===== src/rtl/vga_timing_gen.sv =====
// VGA raster timing: pixel-rate clock enable, h/v counters and registered
// sync/blanking decode aligned with the counts, plus a frame-start strobe.
module vga_timing_gen #(
   parameter int CLK_DIV     = 4,
   parameter int H_TOTAL     = 800,
   parameter int H_SYNC      = 96,
   parameter int H_VIS_START = 144,
   parameter int H_VIS_END   = 784,
   parameter int V_TOTAL     = 525,
   parameter int V_SYNC      = 2,
   parameter int V_VIS_START = 35,
   parameter int V_VIS_END   = 515
) (
   input  logic       clk,
   input  logic       rst_n,
   output logic [9:0] hCount,
   output logic [9:0] vCount,
   output logic       bright,
   output logic       hSync,
   output logic       vSync,
   output logic       pixel_ce,
   output logic       frame_start
);

   localparam int DW = $clog2(CLK_DIV);
   localparam logic [DW-1:0] DIV_LAST = DW'(CLK_DIV - 1);
   localparam logic [9:0] H_LAST = 10'(H_TOTAL - 1);
   localparam logic [9:0] V_LAST = 10'(V_TOTAL - 1);

   logic [DW-1:0] r_div_cnt;
   logic [9:0]    r_h_cnt;
   logic [9:0]    r_v_cnt;
   logic          r_hsync;
   logic          r_vsync;
   logic          r_bright;
   logic          r_frame_start;

   logic          w_pixel_ce;
   logic          w_h_last;
   logic          w_v_last;
   logic          w_line_end;
   logic [9:0]    w_h_nxt;
   logic [9:0]    w_v_nxt;
   logic          w_hsync_nxt;
   logic          w_vsync_nxt;
   logic          w_bright_nxt;

   assign w_pixel_ce = (r_div_cnt == DIV_LAST);
   assign w_h_last   = (r_h_cnt == H_LAST);
   assign w_v_last   = (r_v_cnt == V_LAST);
   assign w_line_end = w_pixel_ce && w_h_last;

   always_comb begin
      w_h_nxt = r_h_cnt;
      w_v_nxt = r_v_cnt;
      if (w_pixel_ce) begin
         w_h_nxt = w_h_last ? 10'd0 : r_h_cnt + 10'd1;
      end
      if (w_line_end) begin
         w_v_nxt = w_v_last ? 10'd0 : r_v_cnt + 10'd1;
      end
   end

   // Decode from the next-state counts so the registered outputs line up
   // with the counts they describe on the same edge.
   assign w_hsync_nxt  = !(w_h_nxt < 10'(H_SYNC));
   assign w_vsync_nxt  = !(w_v_nxt < 10'(V_SYNC));
   assign w_bright_nxt = (w_h_nxt >= 10'(H_VIS_START)) && (w_h_nxt < 10'(H_VIS_END)) &&
                         (w_v_nxt >= 10'(V_VIS_START)) && (w_v_nxt < 10'(V_VIS_END));

   always_ff @(posedge clk or negedge rst_n) begin
      if (!rst_n) begin
         r_div_cnt     <= '0;
         r_h_cnt       <= '0;
         r_v_cnt       <= '0;
         r_hsync       <= 1'b0;
         r_vsync       <= 1'b0;
         r_bright      <= 1'b0;
         r_frame_start <= 1'b0;
      end else begin
         r_div_cnt     <= w_pixel_ce ? '0 : r_div_cnt + 1'b1;
         r_h_cnt       <= w_h_nxt;
         r_v_cnt       <= w_v_nxt;
         r_hsync       <= w_hsync_nxt;
         r_vsync       <= w_vsync_nxt;
         r_bright      <= w_bright_nxt;
         r_frame_start <= w_line_end && w_v_last;
      end
   end

   assign hCount      = r_h_cnt;
   assign vCount      = r_v_cnt;
   assign hSync       = r_hsync;
   assign vSync       = r_vsync;
   assign bright      = r_bright;
   assign pixel_ce    = w_pixel_ce;
   assign frame_start = r_frame_start;

endmodule


===== config.mk =====
export PLATFORM = sky130hd
export DESIGN_NAME = vga_timing_gen
export DESIGN_NICKNAME = d
export VERILOG_FILES = /design/src/rtl/vga_timing_gen.sv
export SDC_FILE = /design/constraint.sdc
export NUM_CORES = 1
export LEC_CHECK = 0
export ABC_AREA = 1
export CORE_AREA = 2 2 81 83
export DETAILED_ROUTE_END_ITERATION = 10
export DIE_AREA = 0 0 83 85
export GPL_ROUTABILITY_DRIVEN = 0
export GPL_TIMING_DRIVEN = 1
export PLACE_DENSITY_LB_ADDON = 0.08
export SYNTH_ARGS = -nofsm -noshare
export SYNTH_HDL_FRONTEND = slang
export SYNTH_SLANG_ARGS = --single-unit

===== constraint.sdc =====
create_clock -name clk -period 2.11 [get_ports clk]
set_input_delay 0.3165 -clock clk [delete_from_list [all_inputs] [get_ports clk]]
set_output_delay 0.3165 -clock clk [all_outputs]
set_load 0.01 [all_outputs]

# Word level (Yosys, flattened, before mapping)
# Index checks and enable logic that the tools add are counted.
dict set report classes {
  n_eq_ne 3
  reduce_logical 7
  addsub 3
  mux 5
  magnitude_cmp 6
}
# op n
set ops {}
lappend ops {{two-way mux 10 bit} 4}
lappend ops {{adder 10 x 1 -> 10 bit (second input constant)} 2}
lappend ops {{== test 10 bit (second input constant)} 2}
lappend ops {{< comparator 10 bit (second input constant)} 2}
lappend ops {{greater-or-equal comparator 10 x 6 -> 1 bit (second input constant)} 1}
lappend ops {{greater-or-equal comparator 10 x 8 -> 1 bit (second input constant)} 1}
lappend ops {{< comparator 10 x 2 -> 1 bit (second input constant)} 1}
lappend ops {{< comparator 10 x 7 -> 1 bit (second input constant)} 1}
lappend ops {{logical AND 1 bit} 5}
lappend ops {{adder 2 x 1 -> 2 bit (second input constant)} 1}
lappend ops {{== test 2 bit (second input constant)} 1}
lappend ops {{logical NOT 1 bit} 2}
lappend ops {{two-way mux 2 bit} 1}
dict set report word_totals {
  ff_bits 26
  inputBits 2
  output_inout_bits 25
  elab_cells 31
}

# Longest topological paths before layout
# Gate-level depths: netlist of the first run.
dict set report depth {
  ltp_word 7
  ltp_mapped 16
}

# Least setup slack after synthesis of the first run
# OpenSTA, ideal clock, no wires.
dict set report synth_path {
  kind {flip-flop to flip-flop}
  from {register r_div_cnt[0]}
  to {register r_bright, in the netlist bright}
  path_stages_with_launch 14
  required_time_ps 1992
  path_buffers 1
  arrival_time_ps 1639
  slack_ps 353
  path_cell_list {dfrtp_1 ha_1 buf_4 nand2_2 nor2_4 nand4_1 o21bai_2 inv_1 nor2_2 nand3_1 nand2_1 inv_2 nand2_1 nor2_2}
}
dict set report synth_between {
  elab_chain_len 6
  word_cells_on_any_way 11
}
# item line_no
set synth_lines {}
lappend synth_lines {{from (decl)} 30} ;# logic [DW-1:0] r_div_cnt;
lappend synth_lines {{from (signal assigned)} 81} ;# r_div_cnt <= w_pixel_ce ? '0 : r_div_cnt + 1'b1;
lappend synth_lines {{== test 2 bit *} 48} ;# assign w_pixel_ce = (r_div_cnt == DIV_LAST);
lappend synth_lines {{net pixel_ce} 21} ;# output logic pixel_ce,
lappend synth_lines {{two-way mux 10 bit *} 56} ;# if (w_pixel_ce) begin
lappend synth_lines {{net w_h_nxt[9]} 42} ;# logic [9:0] w_h_nxt;
lappend synth_lines {{greater-or-equal comparator 10 x 8 -> 1 bit / < comparator 10 bit (equally long branches)} 68} ;# assign w_bright_nxt = (w_h_nxt >= 10'(H_VIS_START)) && (w_h_nxt < 10'(H_VIS_END)) &&
lappend synth_lines {{logical AND 1 bit * (2 in series)} 68}
lappend synth_lines {{logical AND 1 bit *} 69} ;# (w_v_nxt >= 10'(V_VIS_START)) && (w_v_nxt < 10'(V_VIS_END));
lappend synth_lines {{net w_bright_nxt} 46} ;# logic w_bright_nxt;
lappend synth_lines {{to (signal assigned)} 86} ;# r_bright <= w_bright_nxt;
lappend synth_lines {{to (decl)} 35} ;# logic r_bright;
# Mark *: on every way through the listed nets, which the timed path passes. The rest lies on a longest branch.

# Worst setup path in the final report of the first run
dict set report layout_path {
  from {register r_div_cnt[0]}
  to {output port pixel_ce}
}
dict set report layout_between {
  elab_chain_len 1
}
# item line_no
set layout_lines {}
lappend layout_lines {{== test 2 bit} 48}
lappend layout_lines {{to (decl)} 21}
# Every way passes these cells.

==> impl_metrics.xml, run 1 <==
<?xml version="1.0" encoding="UTF-8"?>
<metrics>
  <group name="status">
    <metric name="status" unit="">finished, final reports clean</metric>
  </group>
  <group name="synthesis">
    <metric name="synthesis.area_per_instance" unit="um2">7.44</metric>
    <metric name="synth_cell_type_count" unit="">25</metric>
    <metric name="post_synth_main_area_contributors" unit="">dfrtp_1 39%, nand2_1 16%, inv_1 7.2%, nand3_1 4.5%, nor2_1 4.5%</metric>
    <metric name="syn_nets" unit="">230</metric>
    <metric name="mappedNetlistArea" unit="um2">1670</metric>
    <metric name="synthCells" unit="">224</metric>
    <metric name="synth.ff_latch_count" unit="">26</metric>
    <metric name="synthDominantCellAreaShare" unit="%">39.0</metric>
    <metric name="yosysWarnings" unit="">0</metric>
    <metric name="yosysTopAreaCell" unit="">dfrtp_1</metric>
    <metric name="synth.yosys.seq_area_share" unit="%">39.0</metric>
  </group>
  <group name="cells_and_area">
    <metric name="finalInstanceArea" unit="um2">2100</metric>
    <metric name="layout.filler_cells" unit="">676</metric>
    <metric name="area_growth_syn_to_layout" unit="%">25.9</metric>
    <metric name="multiInputGateArea" unit="um2">876</metric>
    <metric name="final-seq-area" unit="um2">653</metric>
    <metric name="fraction_of_layout_instances_using_a_drive_strength_above_1" unit="%">18.8</metric>
    <metric name="final_cells" unit="">332</metric>
    <metric name="nets" unit="">262</metric>
    <metric name="antennaDiodeCount" unit="">0</metric>
  </group>
  <group name="clock_network">
    <metric name="hold_buffers" unit="">0</metric>
    <metric name="cts_tree" unit="">yes</metric>
    <metric name="tritoncts_num_sinks" unit="">26</metric>
    <metric name="worst_setup_hold_path_clk_slew" unit="ns">0.10</metric>
    <metric name="cts-buffers-inserted" unit="">3</metric>
    <metric name="clk-insertion-delay-late" unit="ns">0.27</metric>
    <metric name="clockRootBuffer" unit="">clkbuf_8</metric>
    <metric name="htree_num_levels" unit="">1</metric>
    <metric name="cts_max_path_buffers" unit="">2</metric>
  </group>
  <group name="timing">
    <metric name="layout_worst_path_cycle_share" unit="%">92.8</metric>
    <metric name="setup_repair_after_global_routing_missed_its_margin" unit="">false</metric>
    <metric name="worst_hold_slack" unit="ns">0.404</metric>
    <metric name="finalCriticalPeriod" unit="ns">1.96</metric>
    <metric name="tightestPinTransition" unit="ns">0.370</metric>
    <metric name="finalMaxSlewViolations" unit="">0</metric>
    <metric name="finalHoldViolCount" unit="">0</metric>
    <metric name="timing.clock.skew" unit="ns">0.00571</metric>
    <metric name="finalSetupViolations" unit="">0</metric>
    <metric name="setup_tns" unit="ns">0</metric>
    <metric name="timing.max_slew.rel_slack" unit="%">75.3</metric>
    <metric name="fmax" unit="MHz">511</metric>
  </group>
  <group name="die">
    <metric name="fp.dieArea" unit="um2">7060</metric>
    <metric name="num_rows" unit="">29</metric>
    <metric name="die_x" unit="um">83</metric>
    <metric name="start_util" unit="%">26.9</metric>
    <metric name="chipHeight" unit="um">85</metric>
    <metric name="io-pin-count" unit="">27</metric>
    <metric name="core_area" unit="um2">6200</metric>
  </group>
  <group name="routing">
    <metric name="vias_per_cell" unit="">4.34</metric>
    <metric name="detail-route-antenna-nets" unit="">0</metric>
    <metric name="drt_iter0_drc" unit="">28</metric>
    <metric name="route.final.wire_length" unit="mm">4.00</metric>
    <metric name="detail_route.wl_per_cell" unit="um">12.1</metric>
    <metric name="drt_pre_antenna_iters" unit="">4</metric>
    <metric name="post-route-drc-count" unit="">0</metric>
    <metric name="route.vias.total" unit="">1441</metric>
  </group>
  <group name="setup_path">
    <metric name="critical_path.startpoint" unit="">r_div_cnt[0]$_DFF_PN0_</metric>
    <metric name="critical_path.reg2reg.endpoint" unit="">vSync$_DFF_PN0_</metric>
    <metric name="startpoint_to_endpoint_class_of_the_critical_path" unit="">flip-flop to primary output</metric>
    <metric name="crit_path_max_fanout" unit="">7</metric>
    <metric name="worstPathRequired" unit="ns">1.79</metric>
    <metric name="worstSetupEndpointType" unit="">primary output</metric>
    <metric name="critPathLaunchType" unit="">flip-flop</metric>
    <metric name="rr_worst_depth" unit="">10</metric>
    <metric name="critical_path.reg2reg.startpoint" unit="">hCount[0]$_DFF_PN0_</metric>
    <metric name="crit_arrival" unit="ns">1.64</metric>
    <metric name="regToRegSetupSlack" unit="ns">0.20</metric>
  </group>
  <group name="pwr">
    <metric name="static_leak" unit="uW">0.00101</metric>
    <metric name="powerDensity" unit="nW/um2">404</metric>
    <metric name="irDropWorstVdd" unit="uV">197</metric>
  </group>
  <group name="worst_hold_path">
    <metric name="hold_class" unit="">input port to async pin</metric>
  </group>
  <group name="grt">
    <metric name="first_pass_grt_wire_length" unit="mm">6.64</metric>
    <metric name="grt_overflow_total" unit="">0</metric>
    <metric name="pin_count_of_the_biggest_net_entering_global_routing" unit="">27</metric>
    <metric name="grt_antenna_before_repair" unit="">0</metric>
    <metric name="grt_use_total" unit="%">11.6</metric>
    <metric name="number_of_global_route_vias_before_repair" unit="">1360</metric>
  </group>
  <group name="placement">
    <metric name="placed_cell_area" unit="um2">2030</metric>
    <metric name="place_hpwl" unit="mm">3.06</metric>
    <metric name="place.detailed.instances" unit="">328</metric>
    <metric name="number_of_port_buffers" unit="">26</metric>
  </group>
  <group name="run">
    <metric name="maximum_capacitance_violations" unit="">0</metric>
  </group>
</metrics>
-- registers in the layout, summed over array words and instances (netlist names) --
register and flops:
vCount 10, r_div_cnt 2, hCount 10, bright 1, vSync 1, hSync 1, frame_start 1
-- final cells by class --
cell class / instances / share of cell area, %
flip-flops and latches: 26 / 31.1
inverters: 36 / 6.44
repair buffers: 29 / 13.5
well taps: 77 / 4.59
clock buffers: 4 / 2.62
multi-input cells: 160 / 41.7
-- where the power goes --
| part | total, uW | internal, uW | leakage [uW] | switching [uW] |
|---|---|---|---|---|
| clock | 336 | 167 | 0.0000288 | 169 |
| combinational | 13.3 | 2.83 | 0.000632 | 10.5 |
| sequential | 498 | 498 | 0.000346 | 0 |
-- metal layers --
layer	track usage [%]	vias up	routed length, um
li1	-	753	-
met1	15.9	666	1940
met2	19.1	20	1930
met3	1.56	2	95
met4	4.02	0	36
met5	0	-	0
-- what timing repair did --
item | 4_1_cts | 5_1_grt
endpoints found under the setup margin | 0 | 3
buffers inserted | 0 | 0
resized for setup | 0 | 5
-- stage by stage --
stage               power (uW)  worst slack [ns]  util (%)
floorplan                  508             0.353         -
global placement           523             0.116      32.7
detailed placement         522             0.146      32.7
CTS                        866            0.0310      33.6
global route               880           0.00456      33.8
finish                     847             0.151      33.8
-- cells in the final DEF, fill, tap and decap left out, types with 4 or more instances in the layout --
master,n
nand2_2,8
nand2_1,71
inv_1,32
nor2_1,19
clkbuf_8,4
nor2_2,11
nand3_1,15
inv_2,4
nand3_2,5
dfrtp_1,24
clkdlybuf4s50_1,26
nor2_4,6
-- critical path, stage by stage (launching register included) --
cell and delay, ns:
dfrtp_1 0.37, ha_2 0.27, buf_4 0.19, clkdlybuf4s50_1 0.54
-- Yosys cell counts --
master     count
nand2_2        8
o21ai_0        2
nand3_2        5
nand4_1        3
nor2_2        11
o21bai_2       1
nand4_4        2
ha_1           4
dfrtp_1       26
o2111ai_1      1
nor2_1        20
inv_2          4
o21ai_1        1
inv_1         32
nor2_4         5
o21bai_1       1
xor2_1         2
nand3_1       15
nor3_1         1
nand2_1       71
o21ai_2        1
a21oi_1        3
xnor2_1        1
nand3b_1       2
buf_4          2
-- cells by family (layout without fill, tap and decap cells) --
kind of cell | after synthesis | count (layout) | synth area share [%]
and+or+nand+nor | 143 | 143 | 43.4
buffers and inverters | 38 | 69 | 9.01
DFF | 26 | 26 | 39.0
AOI/OAI and AO/OA | 10 | 10 | 3.98
adders and majority gates | 4 | 4 | 3.00
xor gates and xnor gates | 3 | 3 | 1.58
-- how the worst max path moves through the flow --
stage,to,slack (ns),depth (start not counted)
2_1_floorplan,bright$_DFF_PN0_,0.35,13
3_3_place_gp,vSync$_DFF_PN0_,0.12,10
3_5_place_dp,vSync$_DFF_PN0_,0.15,10
4_1_cts,pixel_ce,0.03,3
5_1_grt,vSync$_DFF_PN0_,0.005,10
6_report,pixel_ce,0.15,3
Power figures use the tool's default switching activity.
==> run 2: changes to the inputs <==
Settings changed: CAP_MARGIN from default to 5.
==> results of run 2 <==
Same layout as run 1: the final DEF is identical, and so are final timing and power.
==> run 3: changes to the inputs <==
Clock period 2.11 ns to 2.1 ns, I/O delays scaled along.
==> run 3 against run 2 <==
  * Largest power group unchanged
  * Final cell count rose by 1.8%
  * Count of clock-buffer cells in the layout unchanged
  * Via count about the same
  * First-iteration DRC count grew 130%
  * Highest routed layer unchanged
  * Utilization increased by 0.85 points
  * Routed wire length is 1.0% higher
==> impl_metrics.xml, run 3 (same netlist as run 1, synthesis figures left out) <==
<?xml version="1.0" encoding="UTF-8"?>
<metrics>
  <group name="cells_and_area">
    <metric name="area_growth_syn_to_layout" unit="%">29.1</metric>
    <metric name="final-seq-area" unit="um2">653</metric>
    <metric name="layout.cells.most_common_list" unit="">71 x nand2_1, 32 x inv_1, 26 x clkdlybuf4s50_1, 24 x dfrtp_1, 19 x nor2_1</metric>
    <metric name="layout.filler_cells" unit="">658</metric>
    <metric name="mostFrequentLayoutCell" unit="">nand2_1</metric>
    <metric name="antennaDiodeCount" unit="">0</metric>
    <metric name="fraction_of_layout_instances_using_a_drive_strength_above_1" unit="%">21.1</metric>
    <metric name="nets" unit="">268</metric>
    <metric name="multiInputGateArea" unit="um2">883</metric>
  </group>
  <group name="clock_network">
    <metric name="htree_num_levels" unit="">1</metric>
    <metric name="cts-buffers-inserted" unit="">3</metric>
    <metric name="clk-insertion-delay-late" unit="ns">0.27</metric>
    <metric name="worst_setup_hold_path_clk_slew" unit="ns">0.09</metric>
    <metric name="cts_max_path_buffers" unit="">2</metric>
    <metric name="tritoncts_num_sinks" unit="">26</metric>
    <metric name="clockRootBuffer" unit="">clkbuf_8</metric>
    <metric name="cts_tree" unit="">yes</metric>
    <metric name="hold_buffers" unit="">0</metric>
  </group>
  <group name="placement">
    <metric name="number_of_port_buffers" unit="">26</metric>
    <metric name="place_hpwl" unit="mm">3.10</metric>
    <metric name="dp_slack" unit="ns">0.160</metric>
  </group>
  <group name="timing">
    <metric name="finalSetupViolations" unit="">0</metric>
    <metric name="layout_worst_path_cycle_share" unit="%">88.7</metric>
    <metric name="setup_tns" unit="ns">0</metric>
    <metric name="finalCriticalPeriod" unit="ns">1.86</metric>
    <metric name="timing.clock.skew" unit="ns">0.00375</metric>
    <metric name="fmax" unit="MHz">537</metric>
    <metric name="finalHoldViolCount" unit="">0</metric>
    <metric name="tightestPinTransition" unit="ns">0.376</metric>
    <metric name="finalMaxSlewViolations" unit="">0</metric>
    <metric name="layout_setup_ws" unit="ns">0.236</metric>
    <metric name="worst_hold_slack" unit="ns">0.412</metric>
    <metric name="setup_repair_after_global_routing_missed_its_margin" unit="">false</metric>
    <metric name="timing.max_slew.rel_slack" unit="%">75.0</metric>
  </group>
  <group name="setup_path">
    <metric name="worstSetupEndpointType" unit="">flip-flop</metric>
    <metric name="critPathLaunchType" unit="">flip-flop</metric>
    <metric name="startpoint_to_endpoint_class_of_the_critical_path" unit="">flip-flop to flip-flop</metric>
    <metric name="worstPathRequired" unit="ns">2.27</metric>
    <metric name="crit_arrival" unit="ns">2.03</metric>
    <metric name="crit_path_max_fanout" unit="">5</metric>
  </group>
  <group name="pwr">
    <metric name="design_power_total" unit="uW">842</metric>
    <metric name="irDropWorstVdd" unit="uV">202</metric>
    <metric name="powerDensity" unit="nW/um2">391</metric>
    <metric name="static_leak" unit="uW">0.00103</metric>
  </group>
  <group name="die">
    <metric name="fp.dieArea" unit="um2">7060</metric>
    <metric name="core_area" unit="um2">6200</metric>
    <metric name="chipHeight" unit="um">85</metric>
    <metric name="io-pin-count" unit="">27</metric>
    <metric name="num_rows" unit="">29</metric>
    <metric name="start_util" unit="%">26.9</metric>
    <metric name="die_x" unit="um">83</metric>
  </group>
  <group name="routing">
    <metric name="detail_route.wl_per_cell" unit="um">12.0</metric>
    <metric name="drt_pre_antenna_iters" unit="">6</metric>
    <metric name="post-route-drc-count" unit="">0</metric>
    <metric name="drt_iter0_drc" unit="">65</metric>
    <metric name="route.vias.total" unit="">1440</metric>
    <metric name="route.final.wire_length" unit="mm">4.04</metric>
    <metric name="detail-route-antenna-nets" unit="">0</metric>
    <metric name="vias_per_cell" unit="">4.26</metric>
  </group>
  <group name="grt">
    <metric name="grt_antenna_before_repair" unit="">0</metric>
    <metric name="grt_overflow_total" unit="">0</metric>
    <metric name="pin_count_of_the_biggest_net_entering_global_routing" unit="">27</metric>
    <metric name="number_of_global_route_vias_before_repair" unit="">1419</metric>
    <metric name="first_pass_grt_wire_length" unit="mm">7.08</metric>
    <metric name="grt_use_total" unit="%">12.5</metric>
  </group>
  <group name="status">
    <metric name="status" unit="">finished, final reports clean</metric>
  </group>
  <group name="worst_hold_path">
    <metric name="hold_class" unit="">input port to async pin</metric>
  </group>
  <group name="run">
    <metric name="maximum_capacitance_violations" unit="">0</metric>
  </group>
</metrics>
==> run 3: cell count changes in the layout (fill, tap and decap cells not counted), sizes merged <==
cell,before,now
buf,3,9
==> run 3: final cells by class <==
type	count	share of cell area, %
Multi-Input combinational cell	160	41.1
Clock buffer	4	2.56
Timing Repair Buffer	35	15.2
Tap cell	77	4.48
Inverter	36	6.28
Sequential cell	26	30.4
==> run 3: power breakdown <==
part	leakage, uW	internal, uW	switching, uW	total [uW]
sequential	0.000346	500	0	500
combinational	0.000657	2.84	10.7	13.5
clock	0.0000288	168	161	328
total	0.00103	671	171	842
==> run 3: critical path, stage by stage (launching register included) <==
cell	delay [ns]
dfrtp_2	0.45
inv_1	0.12
ha_1	0.15
nand2_1	0.05
nor2_1	0.13
inv_1	0.08
nor2_4	0.15
nor2_1	0.06
nand2_1	0.07
nand2_2	0.07
nor2_4	0.14
nand3_1	0.08
nand2_1	0.07
nand2_1	0.05
nand2_1	0.06
nor2_2	0.03
==> run 3: path summary, 6_finish.rpt <==
| check | start | to | slack, ns | cells past startpoint |
|---|---|---|---|---|
| min in group clk | r_div_cnt[0]$_DFF_PN0_ | r_div_cnt[0]$_DFF_PN0_ | 0.44 | 1 |
| max reg2reg | vCount[0]$_DFF_PN0_ | bright$_DFF_PN0_ | 0.24 | 15 |
| min | rst_n | vCount[7]$_DFF_PN0_ | 0.41 | 2 |
| max in group asynchronous | rst_n | vCount[0]$_DFF_PN0_ | 1.38 | 2 |
| max | vCount[0]$_DFF_PN0_ | bright$_DFF_PN0_ | 0.24 | 15 |
| min reg2reg | r_div_cnt[0]$_DFF_PN0_ | r_div_cnt[0]$_DFF_PN0_ | 0.44 | 1 |
==> run 3: routing by layer <==
metal | vias to the layer above | global-route usage (%) | part of all wire [%]
met5 | - | 0 | 0
met4 | 0 | 4.47 | 1.0
met3 | 4 | 1.85 | 2.4
met2 | 18 | 19.7 | 47
met1 | 654 | 17.3 | 49
li1 | 764 | - | -
==> run 3: timing repair <==
action / 4_1_cts / 5_1_grt
setup endpoints to repair: 0 / 2
setup buffers: 0 / 5
gates resized for setup: 0 / 7
==> run 3: metrics by stage <==
stage / util, % / area (um2) / std cells
final: 34.7 / 2150 / 338
after global placement: 32.8 / 2040 / 329
after detailed placement: 32.8 / 2040 / 329
after CTS: 33.7 / 2090 / 333
after global routing: 34.7 / 2150 / 338
after floorplan: - / 1670 / 224
